`config.mk`:
```
export PLATFORM = sky130hd
export DESIGN_NAME = tone_sample_gen
export DESIGN_NICKNAME = d
export VERILOG_FILES = /design/src/rtl/tone_sample_gen.sv
export SDC_FILE = /design/constraint.sdc
export NUM_CORES = 1
export LEC_CHECK = 0
export BUFFER_PORTS_ARGS = -buffer_cell sky130_fd_sc_hd__buf_2
export CAP_MARGIN = 20
export CORE_ASPECT_RATIO = 1.5
export CORE_MARGIN = 3
export CORE_UTILIZATION = 60
export DETAILED_ROUTE_END_ITERATION = 7
export MAX_ROUTING_LAYER = met4
export PLACE_DENSITY = 0.79
export SETUP_SLACK_MARGIN = 0.4
export SYNTH_ARGS = -nofsm -noshare
export SYNTH_HDL_FRONTEND = slang
export SYNTH_SLANG_ARGS = --single-unit
```
`constraint.sdc`:
```
create_clock -name clk -period 5 [get_ports clk]
set_input_delay 0.75 -clock clk [delete_from_list [all_inputs] [get_ports clk]]
set_output_delay 0.75 -clock clk [all_outputs]
set_load 0.005 [all_outputs]
```
`src/rtl/tone_sample_gen.sv`:
```
// Stereo square-wave tone source with a shared click-free volume envelope.
// Produces {left, right} signed 16-bit samples, refreshed once per sample period.
//
//   state     | meaning
//   ----------+----------------------------------------------------------
//   IDLE      | env held at 0, waiting for play with a non-zero volume
//   RAMP_UP   | env climbs by STEP per sample toward the target amplitude
//   HOLD      | env equals the target amplitude
//   RAMP_DOWN | env falls by STEP per sample toward the target amplitude
module tone_sample_gen #(
  parameter int          SAMPLE_DIV = 512,
  parameter logic [15:0] STEP       = 16'h0100,
  parameter int          DIV_W      = 22
) (
  input  logic             clk,
  input  logic             rst,
  input  logic [DIV_W-1:0] note_div_left,
  input  logic [DIV_W-1:0] note_div_right,
  input  logic [2:0]       vol,
  input  logic             play,
  output logic [31:0]      audio_out,
  output logic             sample_tick,
  output logic [1:0]       env_state
);

  localparam int SCNT_W = $clog2(SAMPLE_DIV);

  typedef enum logic [1:0] {
    IDLE      = 2'b00,
    RAMP_UP   = 2'b01,
    HOLD      = 2'b10,
    RAMP_DOWN = 2'b11
  } env_state_t;

  logic [SCNT_W-1:0] smp_cnt_q;
  logic [DIV_W-1:0]  div_w   [2];
  logic [DIV_W-1:0]  cnt_q   [2];
  logic              phase_q [2];
  logic [15:0]       ch      [2];
  env_state_t        state_q, state_d;
  logic [15:0]       env_q, env_d;
  logic [15:0]       tgt;
  logic [31:0]       audio_q;

  // index 0 is the left channel, index 1 the right channel
  assign div_w[0]    = note_div_left;
  assign div_w[1]    = note_div_right;
  assign sample_tick = (smp_cnt_q == SCNT_W'(SAMPLE_DIV - 1));
  assign tgt         = play ? {1'b0, vol, 12'h000} : 16'h0000;
  assign audio_out   = audio_q;
  assign env_state   = state_q;

  // free-running sample-period counter; wraps on its own at SAMPLE_DIV
  always_ff @(posedge clk or negedge rst) begin
    if (!rst) smp_cnt_q <= '0;
    else      smp_cnt_q <= smp_cnt_q + SCNT_W'(1);
  end

  // per-channel pitch dividers; >= lets a freshly shortened period wrap at once
  always_ff @(posedge clk or negedge rst) begin
    if (!rst) begin
      for (int i = 0; i < 2; i++) begin
        cnt_q[i]   <= '0;
        phase_q[i] <= 1'b0;
      end
    end else begin
      for (int i = 0; i < 2; i++) begin
        if (div_w[i] == '0) begin
          cnt_q[i]   <= '0;
          phase_q[i] <= 1'b0;
        end else if (cnt_q[i] >= div_w[i] - DIV_W'(1)) begin
          cnt_q[i]   <= '0;
          phase_q[i] <= ~phase_q[i];
        end else begin
          cnt_q[i]   <= cnt_q[i] + DIV_W'(1);
        end
      end
    end
  end

  // envelope next-state and amplitude, advanced only on the sample tick
  always_comb begin
    state_d = state_q;
    env_d   = env_q;
    if (sample_tick) begin
      case (state_q)
        IDLE: begin
          env_d = 16'h0000;
          if (play && tgt != 16'h0000) state_d = RAMP_UP;
        end
        RAMP_UP: begin
          if (tgt < env_q) begin
            state_d = RAMP_DOWN;
          end else if (tgt - env_q > STEP) begin
            env_d = env_q + STEP;
          end else begin
            env_d   = tgt;
            state_d = HOLD;
          end
        end
        HOLD: begin
          if (tgt > env_q)      state_d = RAMP_UP;
          else if (tgt < env_q) state_d = RAMP_DOWN;
        end
        RAMP_DOWN: begin
          if (tgt > env_q) begin
            state_d = RAMP_UP;
          end else if (env_q - tgt > STEP) begin
            env_d = env_q - STEP;
          end else begin
            env_d   = tgt;
            state_d = (tgt == 16'h0000) ? IDLE : HOLD;
          end
        end
        default: begin
          state_d = IDLE;
          env_d   = 16'h0000;
        end
      endcase
    end
  end

  // envelope state and amplitude registers
  always_ff @(posedge clk or negedge rst) begin
    if (!rst) begin
      state_q <= IDLE;
      env_q   <= 16'h0000;
    end else begin
      state_q <= state_d;
      env_q   <= env_d;
    end
  end

  // channel samples use the updated env and the phase before any same-cycle toggle
  always_comb begin
    for (int i = 0; i < 2; i++) begin
      ch[i] = 16'h0000;
      if (div_w[i] != '0) ch[i] = phase_q[i] ? env_d : (16'h0000 - env_d);
    end
  end

  // output word changes only on the tick so the transmitter sees a stable value
  always_ff @(posedge clk or negedge rst) begin
    if (!rst)             audio_q <= 32'h0;
    else if (sample_tick) audio_q <= {ch[0], ch[1]};
  end

endmodule

```
* Yosys cells after proc, flatten, opt, wreduce, memory -nomap -nowiden
Cells that the tools add are included.
** Word-level totals
- ROM bits :: 0
- Logic and storage cells :: 73
- Input port bits :: 50
- Output and inout bits :: 35
- Memories kept :: 0
- Memory bits (writable) :: 0
- Register bits :: 105
- Latch bits :: 0
** Cells by class
- Reduce and logical (&&, ||, !) cells :: 11
- Multiply operators :: 0
- Add/subtract/negate cells :: 10
- Order comparisons :: 6
- Mux-type cells :: 28
- Equal/unequal tests :: 8
- Div/mod/pow operators :: 0
- Bitwise operators :: 2
- Shifts and indexed selects :: 0
** Operators by type and width (number)
- 2-to-1 mux 16 bit :: 9
- 2-to-1 mux 22 bit :: 4
- case mux 16 bit (3 select lines) :: 1
- adder 22 x 1 -> 22 bit (second input constant) :: 2
- >= comparator 22 bit :: 2
- zero test 22 bit :: 2
- nonzero test 22 bit :: 2
- subtractor 22 x 1 -> 22 bit (second input constant) :: 2
- > comparator 16 x 9 -> 1 bit (second input constant) :: 2
- adder 16 x 9 -> 16 bit (second input constant) :: 1
- > comparator 15 x 16 -> 1 bit :: 1
- zero test 16 bit :: 1
- less-than comparator 15 x 16 -> 1 bit :: 1
- 2-to-1 mux 2 bit :: 8
- nonzero test 16 bit :: 1
- subtractor 1 x 16 -> 16 bit (first input constant) :: 1
- subtractor 15 x 16 -> 16 bit :: 1
- subtractor 16 x 15 -> 16 bit :: 1
- subtractor 16 x 9 -> 16 bit (second input constant) :: 1
- 2-to-1 mux 15 bit :: 1
- adder 9 x 1 -> 9 bit (second input constant) :: 1
- equality test 9 bit (second input constant) :: 1
- != test 3 bit (second input constant) :: 3
- case mux 2 bit (4 select lines) :: 1
- other kinds (9) :: 15

* Logic depth before layout (Yosys ltp)
Gate-level depths: netlist of run 1.
- Word-level depth :: 10
- Gate-level depth with buffers :: 19

* Worst setup path before layout of run 1
Ideal clock, no wire load.
- Path type :: in2reg
- Start point :: in note_div_right[5]
- End point :: reg cnt_q[10] (netlist bit)
- Stages :: 16
- Arrival time :: 4.681 ns
- Library setup time :: 0.072 ns
- Setup slack :: 0.247 ns
- Buffers on the path :: 1
- Data required time :: 4.928 ns
- Cell sequence :: or4_1 > nor4_1 > or4b_2 > or3_1 > xor2_1 > ha_1 > a21o_1 > a21o_1 > a21o_1 > a21o_1 > a21oi_1 > nor2_1 > a211oi_1 > nand3_1 > clkbuf_1 > nor2_1
** Between the ends
- Word-level cells in the longest chain between the ends :: 4
- Elaborated cells between the ends (all ways) :: 5
- Those cells by class :: add/sub: 1; order compare: 1; mux: 2; reduce/logical: 1
** RTL lines
- from (decl) :: line 18 : input logic [DIV_W-1:0] note_div_right,
- subtractor 22 x 1 -> 22 bit :: line 71 : end else if (cnt_q[i] >= div_w[i] - DIV_W'(1)) begin
- >= comparator 22 bit :: line 71
- 2-to-1 mux 22 bit :: line 71
- 2-to-1 mux 22 bit * :: line 68 : if (div_w[i] == '0) begin
- to (signal, indexed assignment) :: line 75 : cnt_q[i] <= cnt_q[i] + DIV_W'(1);
- to (decl) :: line 37 : logic [DIV_W-1:0] cnt_q [2];
Every way passes the cells marked *; elsewhere a longest branch is shown, timed or not.
A chain may end at the register's enable or synchronous reset.

* Worst setup path in the final report of run 1
- Start point :: in note_div_right[5]
- End point :: reg cnt_q[3] (netlist bit)
Same word-level chain as after synthesis.

==> flow_summary.ini, run 1 <==
[run_status]
status = finished clean

[die]
initial_core_util = 0.625
io_pins = 85
rows = 50
die_height_um = 147
die_w_um = 99.9
core_area_mm2 = 0.0127
die-area_mm2 = 0.0147

[worst_setup_path]
critPathCaptureType = flop
r2r_setup_slack_ps = 950
cp_max_fo = 22
crit_type = input pin to flop
reg2reg_to = audio_out[15]$_DFFE_PN0P_
arrival_ps = 4660
cp-startpoint = note_div_right[5]
ff2ff_path_depth = 13
r2r-start = env_q[12]$_DFF_PN0_
worstPathRequired_ps = 5270
critPathLaunchType = input pin
crit_path_end = cnt_q[3]$_DFF_PN0_

[clock_network]
cts_root_buf = clkbuf_16
cts_sinks = 105
cts-htree-levels = 3
insertion_delay_ps = 350
cts_tree = built
cts_buffer_depth = 2
hold_buffers = 0
clk_pin_slew_worst_paths_ps = 70
cts_made_buffers = 9

[global_routing]
grtUsageTotal = 0.301
overflow = 0
grt_pass1_wl_um = 34900
antenna_found_initial = 0
grt_pass1_vias = 7247
grt_start_max_net_pins = 56

[power_and_ir_drop]
peakVddDrop_uv = 170
powerDensity_mw_per_mm2 = 209
leakage_nw = 4.42

[routing]
ant_nets = 0
vias = 7131
drt_wl_total_um = 21000
post_drt_wl_per_cell_um = 18.4
via_per_inst = 6.24
drt_iter0_drc = 295
drc = 0
firstDrtPassIters = 5

[sta]
rsz0062_at_grt = no
clock_skew_ps = 9.26
slew_headroom = 0.530
tightest_slew_ps = 705
finalCriticalPeriod_ps = 4390
tns_ps = 0
max_freq_mhz = 228
slew_viol_final = 0
setup_viol = 0
post-route-period-util = 0.878
hold_viol_final = 0

[finish]
diodes = 0
finalNetCount = 1096
nFillCells = 1048
finish.utilization = 0.701
drive_gt1_frac = 0.151
syn_to_final_growth_pct = 12.1

[synthesis]
ys_ff_latch = 105
ys.flop_type = dfrtp_1
syn_area_per_cell_um2 = 8.82
yosysUniqueCellTypes = 75
yosys_warnings = 0
netlist_instances = 900
async_flop_share = 1.00
synth_nets = 1014
ys_seq_area_frac = 0.331
synth-edff-count = 0
syn_area_mm2 = 0.00794

[placement]
port_buffers = 84
gp_congestion = 0.959
dp.final_hpwl_um = 16300

[run]
max-cap-violations = 0

[min_path]
min_path_type = input pin to async pin
report_power, final:
part	switching (W)	internal [W]	total, W
logic	0.000146	0.000113	0.000259
registers	0.0000485	0.000878	0.000927
clock network	0.000331	0.000343	0.000674
total	0.000525	0.00133	0.00186
cells in the final DEF (no fill, tap or decap), types with 11 or more instances in the layout:
cell,count
buf_4,23
and3_1,20
nor2_1,106
inv_1,43
o2bb2ai_1,17
nand4_1,15
nand2_1,61
xnor2_1,59
or3_1,12
a21o_1,31
ha_1,63
o21ai_0,22
nor2b_1,11
nor3_1,27
dfrtp_1,105
nand3_1,41
nor4_1,19
a21oi_1,27
buf_2,83
xor2_1,47
cell families (layout without fill, tap and decap cells):
group                      after synthesis  in the layout  synth area share
AOI/OAI and AO/OA                      180            180             0.174
and+or+nand+nor                        359            359             0.230
muxes                                    6              6           0.00772
DFF                                    105            105             0.331
adders and majority gates               64             64             0.102
buffers and inverters                   80            167            0.0392
xor gates and xnor gates               106            106             0.117
metrics by stage:
stage | hold WS, ps | total power (W) | instance area [um^2] | setup slack (ps) | std cells
after global routing | 494 | 0.00193 | 8900 | 407 | 1143
final | 440 | 0.00186 | 8900 | 611 | 1143
after CTS | 472 | 0.00187 | 8880 | 421 | 1142
after detailed placement | 469 | 0.00120 | 8590 | 33.9 | 1126
after floorplan | 435 | 0.00109 | 7950 | 400 | 900
after global placement | 456 | 0.00119 | 8590 | 145 | 1126
per-layer routing:
| metal | up-vias | part of all wire | GRT usage |
|---|---|---|---|
| li1 | 3414 | - | - |
| met3 | 72 | 0.041 | 0.0352 |
| met4 | 0 | 0.045 | 0.141 |
| met1 | 3426 | 0.38 | 0.328 |
| met5 | - | 0 | - |
| met2 | 219 | 0.53 | 0.536 |
synth_stat cells (20+ instances only):
master / n / area [um^2]
nand3_1: 41 / 205
a21o_1: 31 / 233
and3_1: 20 / 125
inv_1: 43 / 161
dfrtp_1: 105 / 2630
xor2_1: 47 / 412
nor3_1: 27 / 135
clkbuf_1: 31 / 116
nand2_1: 61 / 229
ha_1: 63 / 788
nor2_1: 106 / 398
xnor2_1: 59 / 517
o21ai_0: 22 / 110
a21oi_1: 27 / 135
nor4_1: 20 / 125
registers in the layout, summed over array words and instances, names as in the netlist:
name / count
env_state: 2
smp_cnt_q: 9
phase_q: 2
cnt_q: 44
audio_out: 32
env_q: 16
area by class of cell:
class,count,area (um^2),share of cell area
inverters,44,165,0.0186
multi-input cells,715,5030,0.565
clock buffers,9,225,0.0253
well taps,156,195,0.0219
flip-flops and latches,105,2630,0.295
repair buffers,107,599,0.0673
clock inverters,7,55.1,0.00619
what timing repair did:
item                                    CTS  global route
endpoints found under the setup margin    2            23
pin swaps                                 0             2
setup buffers                             0             1
gates resized for setup                   1             3
how the worst min path moves through the flow:
stage                                         start                   endpoint  slack (ps)  depth (start not counted)
final                                           rst        cnt_q[34]$_DFF_PN0_         440                          1
after global routing                            rst        cnt_q[34]$_DFF_PN0_         490                          1
after CTS                                       rst        cnt_q[34]$_DFF_PN0_         470                          1
after detailed placement  audio_out[21]$_DFFE_PN0P_  audio_out[21]$_DFFE_PN0P_         470                          1
after global placement       smp_cnt_q[7]$_DFF_PN0_     smp_cnt_q[7]$_DFF_PN0_         460                          1
after floorplan              smp_cnt_q[0]$_DFF_PN0_     smp_cnt_q[0]$_DFF_PN0_         440                          1
critical path: stages:
cell and delay, ps:
buf_2 120, or4_4 570, nor4_4 310, or4b_4 510
or3_1 370, xor2_1 160, ha_1 300, a21o_1 190
a21o_1 180, a21o_1 170, a21o_1 170, a21oi_1 130
nor2_1 60, a211oi_2 200, nand3_1 140, buf_6 190
nor2_1 120
No activity file was read; power rests on OpenSTA's default activity.
==> run 2, diff against run 1 <==
--- a/config.mk
+++ b/config.mk
@@ -9,10 +9,10 @@
 export CAP_MARGIN = 20
 export CORE_ASPECT_RATIO = 1.5
 export CORE_MARGIN = 3
-export CORE_UTILIZATION = 60
+export CORE_UTILIZATION = 40
 export DETAILED_ROUTE_END_ITERATION = 7
 export MAX_ROUTING_LAYER = met4
-export PLACE_DENSITY = 0.79
+export PLACE_DENSITY = 0.56
 export SETUP_SLACK_MARGIN = 0.4
 export SYNTH_ARGS = -nofsm -noshare
 export SYNTH_HDL_FRONTEND = slang
==> run 2 against run 1 <==
Compared with the run above: die area grew 47%; sequential power hardly changed; clock-buffer cell count increased by 1; cell count up 8.5%; maximum frequency grew 0.40%.
==> flow_summary.ini, run 2 (synthesis gave the netlist of run 1 again) <==
[finish]
finalNetCount = 1093
top_register = cnt_q
nFillCells = 1923
drive_gt1_frac = 0.152
largest_reg_flops = 44
final_common_cell = nor2_1
final_cell_mix = nor2_1 (106), dfrtp_1 (105), buf_2 (83)
final_area_mm2 = 0.00901
diodes = 0
syn_to_final_growth_pct = 13.6

[worst_setup_path]
critPathLaunchType = input pin
arrival_ps = 4650
worstPathRequired_ps = 5280
crit_type = input pin to flop
cp_max_fo = 22
critPathCaptureType = flop

[clock_network]
cts_tree = built
cts_root_buf = clkbuf_16
cts_made_buffers = 9
insertion_delay_ps = 360
cts-htree-levels = 3
postCtsSetupRepairBufs = 0
cts_sinks = 105
cts_buffer_depth = 2
clk_pin_slew_worst_paths_ps = 80

[run_status]
status = finished clean

[routing]
via_per_inst = 5.54
drc = 0
ant_nets = 0
firstDrtPassIters = 4
drt_wl_total_um = 21800
vias = 6864
post_drt_wl_per_cell_um = 17.6
drt_iter0_drc = 420

[die]
io_pins = 85
die_w_um = 121
core_area_mm2 = 0.0193
initial_core_util = 0.411
die_height_um = 179
die-area_mm2 = 0.0216
rows = 62

[global_routing]
antenna_found_initial = 0
overflow = 0
grt_start_max_net_pins = 57
grt_pass1_wl_um = 35100
grt_pass1_vias = 6842
grtUsageTotal = 0.210

[min_path]
min_path_type = input pin to async pin

[sta]
tightest_slew_ps = 712
clock_skew_ps = 13.0
rsz0062_at_grt = no
post-route-period-util = 0.874
tns_ps = 0
whs_ps = 402
setup_viol = 0
finalCriticalPeriod_ps = 4370
hold_viol_final = 0
max_freq_mhz = 229
slew_viol_final = 0
slew_headroom = 0.525

[run]
max-cap-violations = 0

[placement]
port_buffers = 84
dpl_cell_area_mm2 = 0.00870
dp.final_hpwl_um = 16900
gp_congestion = 0.945

[power_and_ir_drop]
powerDensity_mw_per_mm2 = 205
power_w = 0.00185
leakage_nw = 4.40
peakVddDrop_uv = 171
[run 2: worst max-delay path: stages]
cell and delay, ps:
buf_2 120, or4_4 570, nor4_4 170, or4b_2 640, or3_1 380, xor2_1 160, ha_1 290, a21o_1 180
a21o_1 170, a21o_1 170, a21o_1 170, a21oi_1 140, nor2_1 60, a211oi_2 220, nand3_1 110, buf_4 220
nor2_1 130
[run 2: layout make-up]
class | instances | area, um^2 | share of cell area
multi-input cells | 715 | 5050 | 0.561
flip-flops and latches | 105 | 2630 | 0.292
repair buffers | 104 | 573 | 0.0636
well taps | 256 | 320 | 0.0355
clock buffers | 10 | 229 | 0.0254
inverters | 44 | 165 | 0.0183
clock inverters | 6 | 43.8 | 0.00486
[run 2: through the flow]
stage / setup WS (ps) / cells / utilization
2_1_floorplan: 400 / 900 / -
3_3_place_gp: 189 / 1224 / 0.451
3_5_place_dp: 134 / 1224 / 0.451
4_1_cts: 483 / 1240 / 0.465
5_1_grt: 426 / 1240 / 0.467
6_report: 629 / 1240 / 0.467
[run 2: repair_timing]
action	in CTS	in global routing
endpoints found under the setup margin	0	32
hold buffers	0	0
gates resized for setup	0	9
[run 2: per-layer routing]
metal  vias up  wire (um)  track usage
met4         0        533       0.0704
met1      3289       8950        0.239
met2       126      11600        0.379
li1       3410          -            -
met3        39        654       0.0286
met5         -          0            -
[run 2: path summary, 6_finish.rpt]
check,slack [ps],endpoint,cells after the start,startpoint
min reg2reg,480,smp_cnt_q[7]$_DFF_PN0_,1,smp_cnt_q[7]$_DFF_PN0_
max,630,cnt_q[7]$_DFF_PN0_,17,note_div_right[5]
min,400,audio_out[31]$_DFFE_PN0P_,1,rst
max reg2reg,760,audio_out[26]$_DFFE_PN0P_,14,env_q[14]$_DFF_PN0_
max in group asynchronous,3420,env_q[10]$_DFF_PN0_,2,rst
min in group clk,480,smp_cnt_q[7]$_DFF_PN0_,1,smp_cnt_q[7]$_DFF_PN0_
[run 2: report_power, final]
part / switching (W) / internal, W / leakage, nW / total, W
registers: 0.0000483 / 0.000878 / 1.37 / 0.000927
clock network: 0.000329 / 0.000340 / 0.133 / 0.000669
logic: 0.000140 / 0.000110 / 2.90 / 0.000251
total: 0.000517 / 0.00133 / 4.40 / 0.00185
